--- src/rtl/time_counter.sv ---
// Current-time keeper for the alarm clock: BCD HH:MM counter advanced by the
// one_minute tick, with validated time load and a realignment pulse back to the timing generator.
module time_counter #(
   parameter bit HOUR_MODE_24 = 1'b1
) (
   input  logic       clock,
   input  logic       reset,
   input  logic       one_minute,
   input  logic       load_new_c,
   input  logic [3:0] new_ms_hr,
   input  logic [3:0] new_ls_hr,
   input  logic [3:0] new_ms_min,
   input  logic [3:0] new_ls_min,
   input  logic       new_pm,
   output logic [3:0] ms_hr,
   output logic [3:0] ls_hr,
   output logic [3:0] ms_min,
   output logic [3:0] ls_min,
   output logic       pm,
   output logic       reset_count,
   output logic       load_error,
   output logic       day_tick
);

   // Reset time: 00:00 in 24h counting, 12:00 AM in 12h counting.
   localparam logic [3:0] RST_MS_HR = HOUR_MODE_24 ? 4'd0 : 4'd1;
   localparam logic [3:0] RST_LS_HR = HOUR_MODE_24 ? 4'd0 : 4'd2;

   function automatic logic time_ok(input logic [3:0] mh, input logic [3:0] lh,
                                    input logic [3:0] mm, input logic [3:0] lm);
      logic ok;
      ok = (mh <= 4'd9) && (lh <= 4'd9) && (mm <= 4'd5) && (lm <= 4'd9);
      if (HOUR_MODE_24)
         ok = ok && (mh <= 4'd2) && !((mh == 4'd2) && (lh > 4'd3));
      else
         ok = ok && (mh <= 4'd1) && !((mh == 4'd1) && (lh > 4'd2))
                 && !((mh == 4'd0) && (lh == 4'd0));
      return ok;
   endfunction

   logic       load_ok;
   logic       state_ok;
   logic [3:0] ms_hr_n, ls_hr_n, ms_min_n, ls_min_n;
   logic       pm_n, reset_count_n, load_error_n, day_tick_n;

   // load_new_c is a one-cycle request with no ready side: it is resolved in the
   // cycle it is seen, and the outcome appears next cycle as reset_count (accepted)
   // or load_error (rejected). Either way a coincident one_minute is discarded.
   assign load_ok  = time_ok(new_ms_hr, new_ls_hr, new_ms_min, new_ls_min);
   assign state_ok = time_ok(ms_hr, ls_hr, ms_min, ls_min) && !(HOUR_MODE_24 && pm);

   always_comb begin
      ms_hr_n       = ms_hr;
      ls_hr_n       = ls_hr;
      ms_min_n      = ms_min;
      ls_min_n      = ls_min;
      pm_n          = pm;
      reset_count_n = 1'b0;
      load_error_n  = 1'b0;
      day_tick_n    = 1'b0;

      if (load_new_c) begin
         if (load_ok) begin
            ms_hr_n       = new_ms_hr;
            ls_hr_n       = new_ls_hr;
            ms_min_n      = new_ms_min;
            ls_min_n      = new_ls_min;
            pm_n          = HOUR_MODE_24 ? 1'b0 : new_pm;
            reset_count_n = 1'b1;
         end else begin
            load_error_n  = 1'b1;
         end
      end else if (!state_ok) begin
         ms_hr_n  = RST_MS_HR;
         ls_hr_n  = RST_LS_HR;
         ms_min_n = 4'd0;
         ls_min_n = 4'd0;
         pm_n     = 1'b0;
      end else if (one_minute) begin
         if (ls_min != 4'd9) begin
            ls_min_n = ls_min + 4'd1;
         end else begin
            ls_min_n = 4'd0;
            if (ms_min != 4'd5) begin
               ms_min_n = ms_min + 4'd1;
            end else begin
               ms_min_n = 4'd0;
               // Hour carry; the wrap points differ between the two counting modes.
               if (HOUR_MODE_24 && (ms_hr == 4'd2) && (ls_hr == 4'd3)) begin
                  ms_hr_n    = 4'd0;
                  ls_hr_n    = 4'd0;
                  day_tick_n = 1'b1;
               end else if (!HOUR_MODE_24 && (ms_hr == 4'd1) && (ls_hr == 4'd2)) begin
                  ms_hr_n = 4'd0;
                  ls_hr_n = 4'd1;
               end else if (!HOUR_MODE_24 && (ms_hr == 4'd1) && (ls_hr == 4'd1)) begin
                  ls_hr_n    = 4'd2;
                  pm_n       = !pm;
                  day_tick_n = pm;
               end else if (ls_hr == 4'd9) begin
                  ls_hr_n = 4'd0;
                  ms_hr_n = ms_hr + 4'd1;
               end else begin
                  ls_hr_n = ls_hr + 4'd1;
               end
            end
         end
      end
   end

   always_ff @(posedge clock or negedge reset) begin
      if (!reset) begin
         ms_hr       <= RST_MS_HR;
         ls_hr       <= RST_LS_HR;
         ms_min      <= 4'd0;
         ls_min      <= 4'd0;
         pm          <= 1'b0;
         reset_count <= 1'b0;
         load_error  <= 1'b0;
         day_tick    <= 1'b0;
      end else begin
         ms_hr       <= ms_hr_n;
         ls_hr       <= ls_hr_n;
         ms_min      <= ms_min_n;
         ls_min      <= ls_min_n;
         pm          <= pm_n;
         reset_count <= reset_count_n;
         load_error  <= load_error_n;
         day_tick    <= day_tick_n;
      end
   end

endmodule
--- config.mk ---
export PLATFORM = sky130hd
export DESIGN_NAME = time_counter
export DESIGN_NICKNAME = d
export VERILOG_FILES = /design/src/rtl/time_counter.sv
export SDC_FILE = /design/constraint.sdc
export NUM_CORES = 1
export LEC_CHECK = 0
export BUFFER_PORTS_ARGS = -buffer_cell sky130_fd_sc_hd__buf_2
export CORE_MARGIN = 4
export CORE_UTILIZATION = 35
export DETAILED_ROUTE_END_ITERATION = 8
export SLEW_MARGIN = 5
export SYNTH_ARGS = -nofsm -noshare
export SYNTH_HDL_FRONTEND = slang
export SYNTH_SLANG_ARGS = --single-unit
--- constraint.sdc ---
create_clock -name clock -period 4.2 [get_ports clock]
set_clock_uncertainty 0.15 [all_clocks]
set_input_delay 0 -clock clock [delete_from_list [all_inputs] [get_ports clock]]
set_output_delay 0 -clock clock [all_outputs]
set_load 0.1 [all_outputs]
==> impl_results.md <==
- Port Buf Inserts: 38
- Most frequent cells in the layout: 38 x buf_2, 19 x dfrtp_1, 15 x nand2_1, 15 x dlygate4sd3_1, 11 x inv_1
- WHS: 0.0300 ns
- Synth Register Bits: 19
- Final setup violation count: 0
- First-pass GRT wire length: 5910 um
- Clock Root Buffer: clkbuf_8
- Fin util: 49.2%
- CTS Buffer Depth: 2
- H-tree Lvls: 1
- Ys Warns: 0
- FF-to-FF Start: ms_hr[0]
- Fin crit share: 63.3%
- Syn Area/Cell: 9.48 sq um
- Largest net degree at the start of global routing: 28
- Syn_nets: ~160
- Die Y: between 60 and 70 um
- CP startpoint kind: register
- Area of the die: between 0.004 and 0.005 sq mm
- Initial antenna violation count: 0
- Hold Crit Class: in2reg
- Vias in the first global route: around 1200
- DRC: 0
- Fillers: around 360
- Final Hold Fails: 0
- Post-Syn Area: between 0.001 and 0.0015 sq mm
- ANT cells: 0
- Sum Neg Setup Slack: 0 ns
- Ys async rst share: 100%
- Max VDD drop: 0.329 mV
- DIE WIDTH: around 69 um
- Gpl congestion: 0.874
- Core area: 0.00347 sq mm
- Netlist cell types: between 50 and 60
- Dominant synthesized flop cell: dfrtp_1
- Critical path type: reg2reg
- Slew Viols, Final: 0
- Hpwl dp: roughly 2600 um
- GRT Total Usage: between 10% and 20%
- Drt first pass iters: 5
- Slew HR: about three fifths
- Clock slew at reported path FFs: 0.07 ns
- Total CTS buffers: 3
- Worst Setup Slack, final: roughly 1.5 ns
- Clock Sinks: 19
- Syn Inst Count: 137
- Vias: about 1300
- Worst-margin pin slew: approximately 0.57 ns
- CTS tree: yes
- Pwr Density: 766 mW/mm^2
- Clk Latency, worst-skew pair: 0.25 ns
- Min Tclk post-route: 2.66 ns
- WL/cell: between 15 and 20 um
- Met3 usage: under 10%
- CP required: about 4.2 ns
- Fin nets: 213
- I/O pin total: 41
- Cell Rows: 21
- Max Cap Viol: 0
- EDFF count, synth: 0
- Grt ovf: 0
- DRT iter0 DRCs: 75
- Critical path arrival: around 2.7 ns
- Placement Setup Slack: roughly 1.8 ns
- Leakage power figure: around 0.81 nW
- WL final: 3670 um
- Fmax: 376 MHz
- Commonest non-fill, non-tap cell in the layout: buf_2
- Area Growth Syn to Fin: 31.4%
- Worst setup EP type: register
- Sequential share of the synthesized area: between 30% and 40%
- Status: finished clean
- CP Launch Point: ms_hr[0]
- RSZ-0062 raised after global routing: false
- R2R Setup Slk: ~1.5 ns
- Initial Util: between 30% and 40%
- Busiest grt layer: met2
- Met1 track demand over resource: 24.0%
- DRT antenna net count: 0
- Post-cts resize count: 0
- Met2 usage: 25.6%
- Vias per inst: between 5 and 6
- Hold path start: new_ls_min[2]
- Critical path peak fanout: 8
- Layout cells sized above 1: 30.9%
==> critical path, stage by stage (launching register included) <==
cell and delay [ns]:
dfrtp_1 0.42, inv_1 0.09, ha_1 0.27, a21oi_1 0.17, nor2_1 0.07, nor2_1 0.45
nand2_1 0.12, a32o_1 0.26, dlygate4sd3_1 0.54
==> area by class of cell <==
class,instances,area [sq um],share of cell area (%)
well taps,46,57.6,3.37
multi-input cells,100,739,43.3
flip-flops and latches,19,475,27.9
inverters,11,41.3,2.42
clock buffers,4,45.0,2.64
repair buffers,54,348,20.4
==> worst paths after layout <==
check,cells past startpoint,endpoint
max in group asynchronous,2,ms_hr[0]
min,3,ls_min[2]
max,8,ls_min[1]
min reg2reg,1,ms_hr[3]
min in group asynchronous,2,ls_hr[3]
max reg2reg,8,ls_min[1]
==> report_power, final <==
group,internal [mW],total (mW),switching [mW],leakage (nW)
clock network,0.0675,0.129,0.0611,0.0228
logic,0.213,0.839,0.626,0.541
registers,0.239,0.340,0.101,0.243
total,0.519,1.31,0.788,0.807
==> metal layers <==
metal / wire length, um / vias to the layer above
met5: 0 / -
met4: 0 / 0
met3: 234 / 0
met2: 1740 / 44
met1: 1690 / 610
li1: - / 627
==> cells by family (layout without fill, tap and decap cells) <==
kind of cell	count (synthesis)	count (layout)	share of synthesized area (%)
buf+inv	18	69	6.45
other cells	1	1	0.289
simple gates	45	45	19.7
compound gates	47	47	30.5
flops	19	19	36.6
mux	4	4	3.47
fa+ha+maj	3	3	2.89
==> sequential cells by signal (all words and copies together) (netlist names) <==
name,count
ls_min,4
load_error,1
ls_hr,4
reset_count,1
ms_hr,4
ms_min,4
day_tick,1
==> synthesized netlist by cell type (2+ instances only) <==
cell type	count	area [sq um]
a211oi_1	2	15.0
a21oi_1	3	15.0
a221oi_1	2	17.5
a22o_1	2	17.5
a22o_2	2	20.0
a22oi_1	9	67.6
a2bb2oi_1	4	35.0
and2_1	2	12.5
and3_1	2	12.5
and4bb_2	2	25.0
buf_2	3	15.0
dfrtp_1	19	475
ha_1	3	37.5
inv_1	11	41.3
mux2i_1	3	30.0
nand2_1	15	56.3
nand3_1	2	10.0
nor2_1	5	18.8
nor2b_1	3	18.8
nor3_1	4	20.0
nor4_1	2	12.5
o21ai_0	5	25.0
o41ai_2	2	32.5
==> timing repair <==
| action | in CTS | in global routing |
|---|---|---|
| endpoints found under the setup margin | 0 | 0 |
| hold buffers | 15 | 0 |
| hold endpoints to repair | 32 | 0 |
| buffers inserted | 0 | 0 |
==> through the flow <==
stage / instance area (sq um) / power (mW) / cells
CTS: 1710 / 1.31 / 234
detailed placement: 1510 / 1.16 / 215
floorplan: 1300 / 1.02 / 137
finish: 1710 / 1.31 / 234
global placement: 1510 / 1.15 / 215
global route: 1710 / 1.38 / 234
(Power assumes the default switching activity.)
